`config.mk`:
```
export PLATFORM = sky130hd
export DESIGN_NAME = axi_10g_ethernet_0_rx_reset_sequencer
export DESIGN_NICKNAME = d
export VERILOG_FILES = /design/src/rtl/axi_10g_ethernet_0_rx_reset_sequencer.sv
export SDC_FILE = /design/constraint.sdc
export NUM_CORES = 1
export LEC_CHECK = 0
export ABC_AREA = 1
export ABC_CLOCK_PERIOD_IN_PS = 5000
export CELL_PAD_IN_SITES_DETAIL_PLACEMENT = 0
export CELL_PAD_IN_SITES_GLOBAL_PLACEMENT = 1
export CORE_MARGIN = 2
export CORE_UTILIZATION = 44
export CTS_CLUSTER_DIAMETER = 80
export DETAILED_ROUTE_END_ITERATION = 12
export PLACE_DENSITY_LB_ADDON = 0.1
export SLEW_MARGIN = 20
export SYNTH_ARGS = -nofsm -noshare
export SYNTH_HDL_FRONTEND = slang
export SYNTH_SLANG_ARGS = --single-unit
export TNS_END_PERCENT = 50
```
`constraint.sdc`:
```
create_clock -name coreclk -period 5 [get_ports coreclk]
set_input_delay 1 -clock coreclk [delete_from_list [all_inputs] [get_ports coreclk]]
set_output_delay 1 -clock coreclk [all_outputs]
set_load 0.01 [all_outputs]
```
`src/rtl/axi_10g_ethernet_0_rx_reset_sequencer.sv`:
```
// Per-lane RX reset sequencer for the 10GBASE-R GT/PCS channel.
// Brings the GT receiver out of reset in order (gtrxreset -> rxresetdone ->
// rxuserrdy -> PCS reset release), then supervises block lock and restarts
// the sequence on timeout or sustained lock loss. Runs entirely in coreclk.
module axi_10g_ethernet_0_rx_reset_sequencer #(
   parameter int unsigned GTRXRESET_CYCLES  = 16,
   parameter int unsigned RESETDONE_TIMEOUT = 4096,
   parameter int unsigned LOCK_TIMEOUT      = 65536,
   parameter int unsigned LOSS_DEBOUNCE     = 64,
   parameter int unsigned RETRY_W           = 4
) (
   input  logic               coreclk,
   input  logic               reset_n,
   input  logic               reset_counter_done,
   input  logic               qplllock,
   input  logic               rxresetdone,
   input  logic               block_lock,
   output logic               gtrxreset,
   output logic               rxuserrdy,
   output logic               rx_pcs_reset,
   output logic               rx_ready,
   output logic [RETRY_W-1:0] retry_count,
   output logic [2:0]         state_dbg
);

   // Timer is sized to the largest of the three timed intervals.
   localparam int unsigned MAX_A = (GTRXRESET_CYCLES > RESETDONE_TIMEOUT) ?
                                   GTRXRESET_CYCLES : RESETDONE_TIMEOUT;
   localparam int unsigned MAX_T = (MAX_A > LOCK_TIMEOUT) ? MAX_A : LOCK_TIMEOUT;
   localparam int unsigned TW    = (MAX_T > 1) ? $clog2(MAX_T) : 1;
   localparam int unsigned DW    = $clog2(LOSS_DEBOUNCE + 1);

   // Loading PARAM-1 makes the timer hit zero on the PARAM-th cycle in a state.
   localparam logic [TW-1:0] LOAD_RST  = TW'(GTRXRESET_CYCLES - 1);
   localparam logic [TW-1:0] LOAD_DONE = TW'(RESETDONE_TIMEOUT - 1);
   localparam logic [TW-1:0] LOAD_LOCK = TW'(LOCK_TIMEOUT - 1);
   localparam logic [DW-1:0] LOSS_LAST = DW'(LOSS_DEBOUNCE - 1);

   typedef enum logic [2:0] {
      WAIT_INIT  = 3'd0,
      ASSERT_RST = 3'd1,
      WAIT_DONE  = 3'd2,
      SET_RDY    = 3'd3,
      WAIT_LOCK  = 3'd4,
      READY      = 3'd5
   } state_t;

   state_t               state_q, state_d;
   logic [TW-1:0]        timer_q, timer_d;
   logic [DW-1:0]        debounce_q, debounce_d;
   logic [RETRY_W-1:0]   retry_q, retry_d;
   logic                 retry_hit;

   logic                 qpll_meta_q, qpll_meta_d;
   logic                 qpll_s_q, qpll_s_d;
   logic                 rxrd_meta_q, rxrd_meta_d;
   logic                 rxrd_s_q, rxrd_s_d;

   logic                 gtrxreset_q, gtrxreset_d;
   logic                 rxuserrdy_q, rxuserrdy_d;
   logic                 rx_pcs_reset_q, rx_pcs_reset_d;
   logic                 rx_ready_q, rx_ready_d;

   // Two-flop synchronizers for the asynchronous GT status inputs.
   always_comb begin
      qpll_meta_d = qplllock;
      qpll_s_d    = qpll_meta_q;
      rxrd_meta_d = rxresetdone;
      rxrd_s_d    = rxrd_meta_q;
   end

   // State register plus timer, debounce, retry, synchronizer and output flops.
   always_ff @(posedge coreclk) begin
      if (!reset_n) begin
         state_q        <= WAIT_INIT;
         timer_q        <= '0;
         debounce_q     <= '0;
         retry_q        <= '0;
         qpll_meta_q    <= 1'b0;
         qpll_s_q       <= 1'b0;
         rxrd_meta_q    <= 1'b0;
         rxrd_s_q       <= 1'b0;
         gtrxreset_q    <= 1'b1;
         rxuserrdy_q    <= 1'b0;
         rx_pcs_reset_q <= 1'b1;
         rx_ready_q     <= 1'b0;
      end else begin
         state_q        <= state_d;
         timer_q        <= timer_d;
         debounce_q     <= debounce_d;
         retry_q        <= retry_d;
         qpll_meta_q    <= qpll_meta_d;
         qpll_s_q       <= qpll_s_d;
         rxrd_meta_q    <= rxrd_meta_d;
         rxrd_s_q       <= rxrd_s_d;
         gtrxreset_q    <= gtrxreset_d;
         rxuserrdy_q    <= rxuserrdy_d;
         rx_pcs_reset_q <= rx_pcs_reset_d;
         rx_ready_q     <= rx_ready_d;
      end
   end

   // Next-state decision; QPLL loss overrides everything, success beats timeout.
   always_comb begin
      state_d   = state_q;
      retry_hit = 1'b0;
      case (state_q)
         WAIT_INIT: begin
            if (reset_counter_done && qpll_s_q) state_d = ASSERT_RST;
         end
         ASSERT_RST: begin
            if (timer_q == '0) state_d = WAIT_DONE;
         end
         WAIT_DONE: begin
            if (rxrd_s_q)           state_d   = SET_RDY;
            else if (timer_q == '0) retry_hit = 1'b1;
         end
         SET_RDY: begin
            state_d = WAIT_LOCK;
         end
         WAIT_LOCK: begin
            if (block_lock)         state_d   = READY;
            else if (timer_q == '0) retry_hit = 1'b1;
         end
         READY: begin
            if (!block_lock && (debounce_q == LOSS_LAST)) retry_hit = 1'b1;
         end
         default: begin
            state_d = WAIT_INIT;
         end
      endcase
      if (retry_hit) state_d = ASSERT_RST;
      if ((state_q != WAIT_INIT) && !qpll_s_q) begin
         state_d   = WAIT_INIT;
         retry_hit = 1'b0;
      end
   end

   // Timer reloads on every state change, otherwise counts down to zero.
   always_comb begin
      timer_d = timer_q;
      if (state_d != state_q) begin
         case (state_d)
            ASSERT_RST: timer_d = LOAD_RST;
            WAIT_DONE:  timer_d = LOAD_DONE;
            WAIT_LOCK:  timer_d = LOAD_LOCK;
            default:    timer_d = '0;
         endcase
      end else if (timer_q != '0) begin
         timer_d = timer_q - TW'(1);
      end
   end

   // Consecutive block_lock-low counter in READY; saturating retry counter.
   always_comb begin
      debounce_d = '0;
      if ((state_q == READY) && (state_d == READY) && !block_lock)
         debounce_d = debounce_q + DW'(1);
      retry_d = retry_q;
      if (retry_hit && (retry_q != '1))
         retry_d = retry_q + RETRY_W'(1);
   end

   // Output decode from the next state so registered outputs track state_q.
   always_comb begin
      gtrxreset_d    = 1'b0;
      rxuserrdy_d    = 1'b0;
      rx_pcs_reset_d = 1'b0;
      rx_ready_d     = 1'b0;
      case (state_d)
         WAIT_INIT, ASSERT_RST: begin
            gtrxreset_d    = 1'b1;
            rx_pcs_reset_d = 1'b1;
         end
         WAIT_DONE: begin
            rx_pcs_reset_d = 1'b1;
         end
         SET_RDY: begin
            rxuserrdy_d    = 1'b1;
            rx_pcs_reset_d = 1'b1;
         end
         WAIT_LOCK: begin
            rxuserrdy_d    = 1'b1;
         end
         READY: begin
            rxuserrdy_d    = 1'b1;
            rx_ready_d     = 1'b1;
         end
         default: begin
            gtrxreset_d    = 1'b1;
            rx_pcs_reset_d = 1'b1;
         end
      endcase
   end

   assign gtrxreset    = gtrxreset_q;
   assign rxuserrdy    = rxuserrdy_q;
   assign rx_pcs_reset = rx_pcs_reset_q;
   assign rx_ready     = rx_ready_q;
   assign retry_count  = retry_q;
   assign state_dbg    = state_q;

endmodule

```
==> results.sh <==
export IMPL_status="finished clean"
export IMPL_synth_edf_count=0
export IMPL_synth_flop_cell="dfxtp_1"
export IMPL_hold_viol=0
export IMPL_grt_util_all_layers_pct=18.1
export IMPL_min_from="rxrd_meta_q"
export IMPL_synth_seq_cells=38
export IMPL_rr_worst_depth=15
export IMPL_die_h_um=71.6
export IMPL_insertion_delay_ps=290
export IMPL_p_per_area_nw_per_um2=477
export IMPL_crit_path_max_fanout=10
export IMPL_root_buffer="clkbuf_8"
export IMPL_finalCritPeriodShare_pct=55.1
export IMPL_synthCells=287
export IMPL_gp_congestion=0.876
export IMPL_setup_violations=0
export IMPL_drive_gt1_share_pct=10.4
export IMPL_hpwl_mm=3.40
export IMPL_worst_pin_slew_ps=499
export IMPL_arrival_ps=2920
export IMPL_drtIter0Drc=57
export IMPL_synth_compound_area_share_pct=6.40
export IMPL_startpoint_type="primary input"
export IMPL_synth_top_family_by_area="simple AND/OR/NAND/NOR gates"
export IMPL_cts_tree="yes"
export IMPL_drt_total_wl_mm=4.33
export IMPL_peakVddDrop_v=0.000170
export IMPL_rows=24
export IMPL_wl_per_cell_um=12.0
export IMPL_yosysSeqAreaShare_pct=37.8
export IMPL_initial_core_util_pct=45.9
export IMPL_syn_to_final_growth_pct=17.7
export IMPL_portBuffers=16
export IMPL_antenna_found_initial=0
export IMPL_fp_dieW_um=71.6
export IMPL_r2r_start="timer_q[0]"
export IMPL_final_nets=316
export IMPL_synth_commonest_cells="69 x nand2_1, 52 x nor2_1, 38 x dfxtp_1"
export IMPL_worstHoldPathCells=2
export IMPL_syn_avg_cell_area_sq_um=7.01
export IMPL_viasPerCell=4.95
export IMPL_yosysTopAreaCell="dfxtp_1"
export IMPL_synthMuxAreaShare_pct=0
export IMPL_final_max_slew_viol_count=0
export IMPL_yosys_area_share_simple_pct=41.5
export IMPL_slew_headroom_pct=66.4
export IMPL_yosys_area_top_type_share_pct=37.8
export IMPL_worstHoldEndpoint="rxrd_s_q"
export IMPL_end_kind="register"
export IMPL_vias=1781
export IMPL_post_cts_buffers=0
export IMPL_die_area_sq_um=5130
export IMPL_cts_buffer_depth=2
export IMPL_synth_distinct_cells=28
export IMPL_synth_most_common_cell="nand2_1"
export IMPL_clkTransAtPathRegs_ps=70
export IMPL_syn_num_nets=296
export IMPL_tns_ps=0
export IMPL_antennaDiodeCount=0
export IMPL_nFillCells=443
export IMPL_dr_pass1_iters=4
export IMPL_hold_class="reg -> reg"
export IMPL_cap_viol_max_count=0
export IMPL_post_place_ws_ps=1950
export IMPL_yosysWarnings=0
export IMPL_synth_area_top_cells="dfxtp_1 38%, nand2_1 13%, nor2_1 9.7%, inv_1 5.2%, nand4_1 3.7%"
export IMPL_cts_resized=0
export IMPL_stdcell_count=360
export IMPL_rsz0062_at_grt="no"
export IMPL_synthAdderAreaFrac_pct=1.86
export IMPL_grt_pass1_wl_mm=7.32
export IMPL_fin_ws_ps=2250
export IMPL_worstSetupPathType="in -> reg"
export IMPL_first_global_vias=1672
export IMPL_synth_area_sq_um=2010
export IMPL_p_leak_nw=1.09
export IMPL_fmax_mhz=363
export IMPL_seq_area_sq_um=761
export IMPL_ioPinCount=17
export IMPL_post_route_min_period_ps=2750
export IMPL_clkSinkCount=38
export IMPL_coreArea_sq_um=4380
export IMPL_drcViolationCount=0
export IMPL_dpl_cell_count=352
export IMPL_finClkSkew_ps=7.07
export IMPL_async_reset_ff_share_pct=0
export IMPL_synth_xor_area_share_pct=6.09
export IMPL_r2r_setup_slack_ps=2680
export IMPL_multiInputGateArea_sq_um=1120
export IMPL_antenna_left=0
export IMPL_grt_max_degree=13
export IMPL_final_util_pct=54.0
export IMPL_grt_overflow_total=0
export IMPL_cts_made_buffers=5
export IMPL_timing_rr_end="timer_q[13]"
export IMPL_hold_buffers=0
export IMPL_required_ps=5170
export IMPL_htreeDepth=2
## layout make-up
cell class	instances	share of cell area, %
clock inverters	2	2.54
inverters	31	4.91
flip-flops and latches	38	32.1
well taps	52	2.75
multi-input cells	215	47.4
repair buffers	16	6.76
clock buffers	6	3.49
## metrics by stage
| step | hold WS, ps | area, sq um | power, mW |
|---|---|---|---|
| after floorplan | 390 | 2010 | 0.719 |
| after global placement | 409 | 2230 | 0.827 |
| after detailed placement | 410 | 2230 | 0.817 |
| after CTS | 431 | 2370 | 1.14 |
| after global routing | 450 | 2370 | 1.22 |
| final | 423 | 2370 | 1.13 |
## critical path: stages
cell             delay [ps]
clkdlybuf4s50_1         530
nor2_1                   50
nand2_1                  80
nand2_1                  90
nand3_2                 120
nand2_2                 100
nor2_1                  150
nand2_1                  80
nand2_2                 170
nand2_4                  90
nor2_8                  180
nand3_4                 140
nand2_1                  90
nor2_1                   40
## metal layers
layer,vias up,share of wire [%],track usage (%)
met4,0,1.6,6.29
met1,800,47,22.6
li1,960,-,-
met5,-,0,0
met2,15,50,30.8
met3,6,1.7,3.80
## placed cells by master, fill, tap and decap left out
cell type,count
nor2_8,1
clkbuf_8,6
nand3_1,13
inv_1,28
nand2_1,69
a21oi_1,14
nand4_1,12
nor2_1,52
dfxtp_1,38
nor4_1,2
xnor2_1,6
bufinv_16,2
ha_1,3
nand3_4,2
nand2_2,8
nand3_2,3
xor2_1,8
inv_2,3
o21a_1,1
clkdlybuf4s50_1,16
a31oi_1,1
nor2_4,2
nor3_2,1
o21bai_1,2
o21ai_1,1
nor3_1,5
nor2_2,2
o21ai_0,5
nand2_4,2
## kinds of logic (layout without fill, tap and decap cells)
logic type               after synthesis  after routing
flip-flops                            38             38
AO/OA/AOI/OAI                         24             24
buffers and inverters                 34             55
adder cells (fa/ha/maj)                3              3
AND/OR/NAND/NOR                      174            174
XOR/XNOR                              14             14
## power breakdown
| group | switching, mW | internal (mW) | total, mW |
|---|---|---|---|
| registers | 0.0307 | 0.339 | 0.369 |
| logic | 0.272 | 0.168 | 0.440 |
| clock network | 0.108 | 0.213 | 0.320 |
| total | 0.410 | 0.719 | 1.13 |
## registers in the layout (all words and copies together) (netlist names)
register      cells
qpll_meta_q       1
debounce_q        7
rxuserrdy         1
retry_count       4
qpll_s_q          1
state_dbg         3
rx_pcs_reset      1
gtrxreset         1
rxrd_s_q          1
rxrd_meta_q       1
rx_ready          1
timer_q          16
## worst max-delay path by stage
stage                    start           to
finish              block_lock  timer_q[13]
global route        block_lock   timer_q[7]
detailed placement  block_lock  timer_q[13]
floorplan           block_lock  timer_q[13]
global placement    block_lock  timer_q[13]
CTS                 block_lock  timer_q[13]
(Power assumes the default switching activity.)
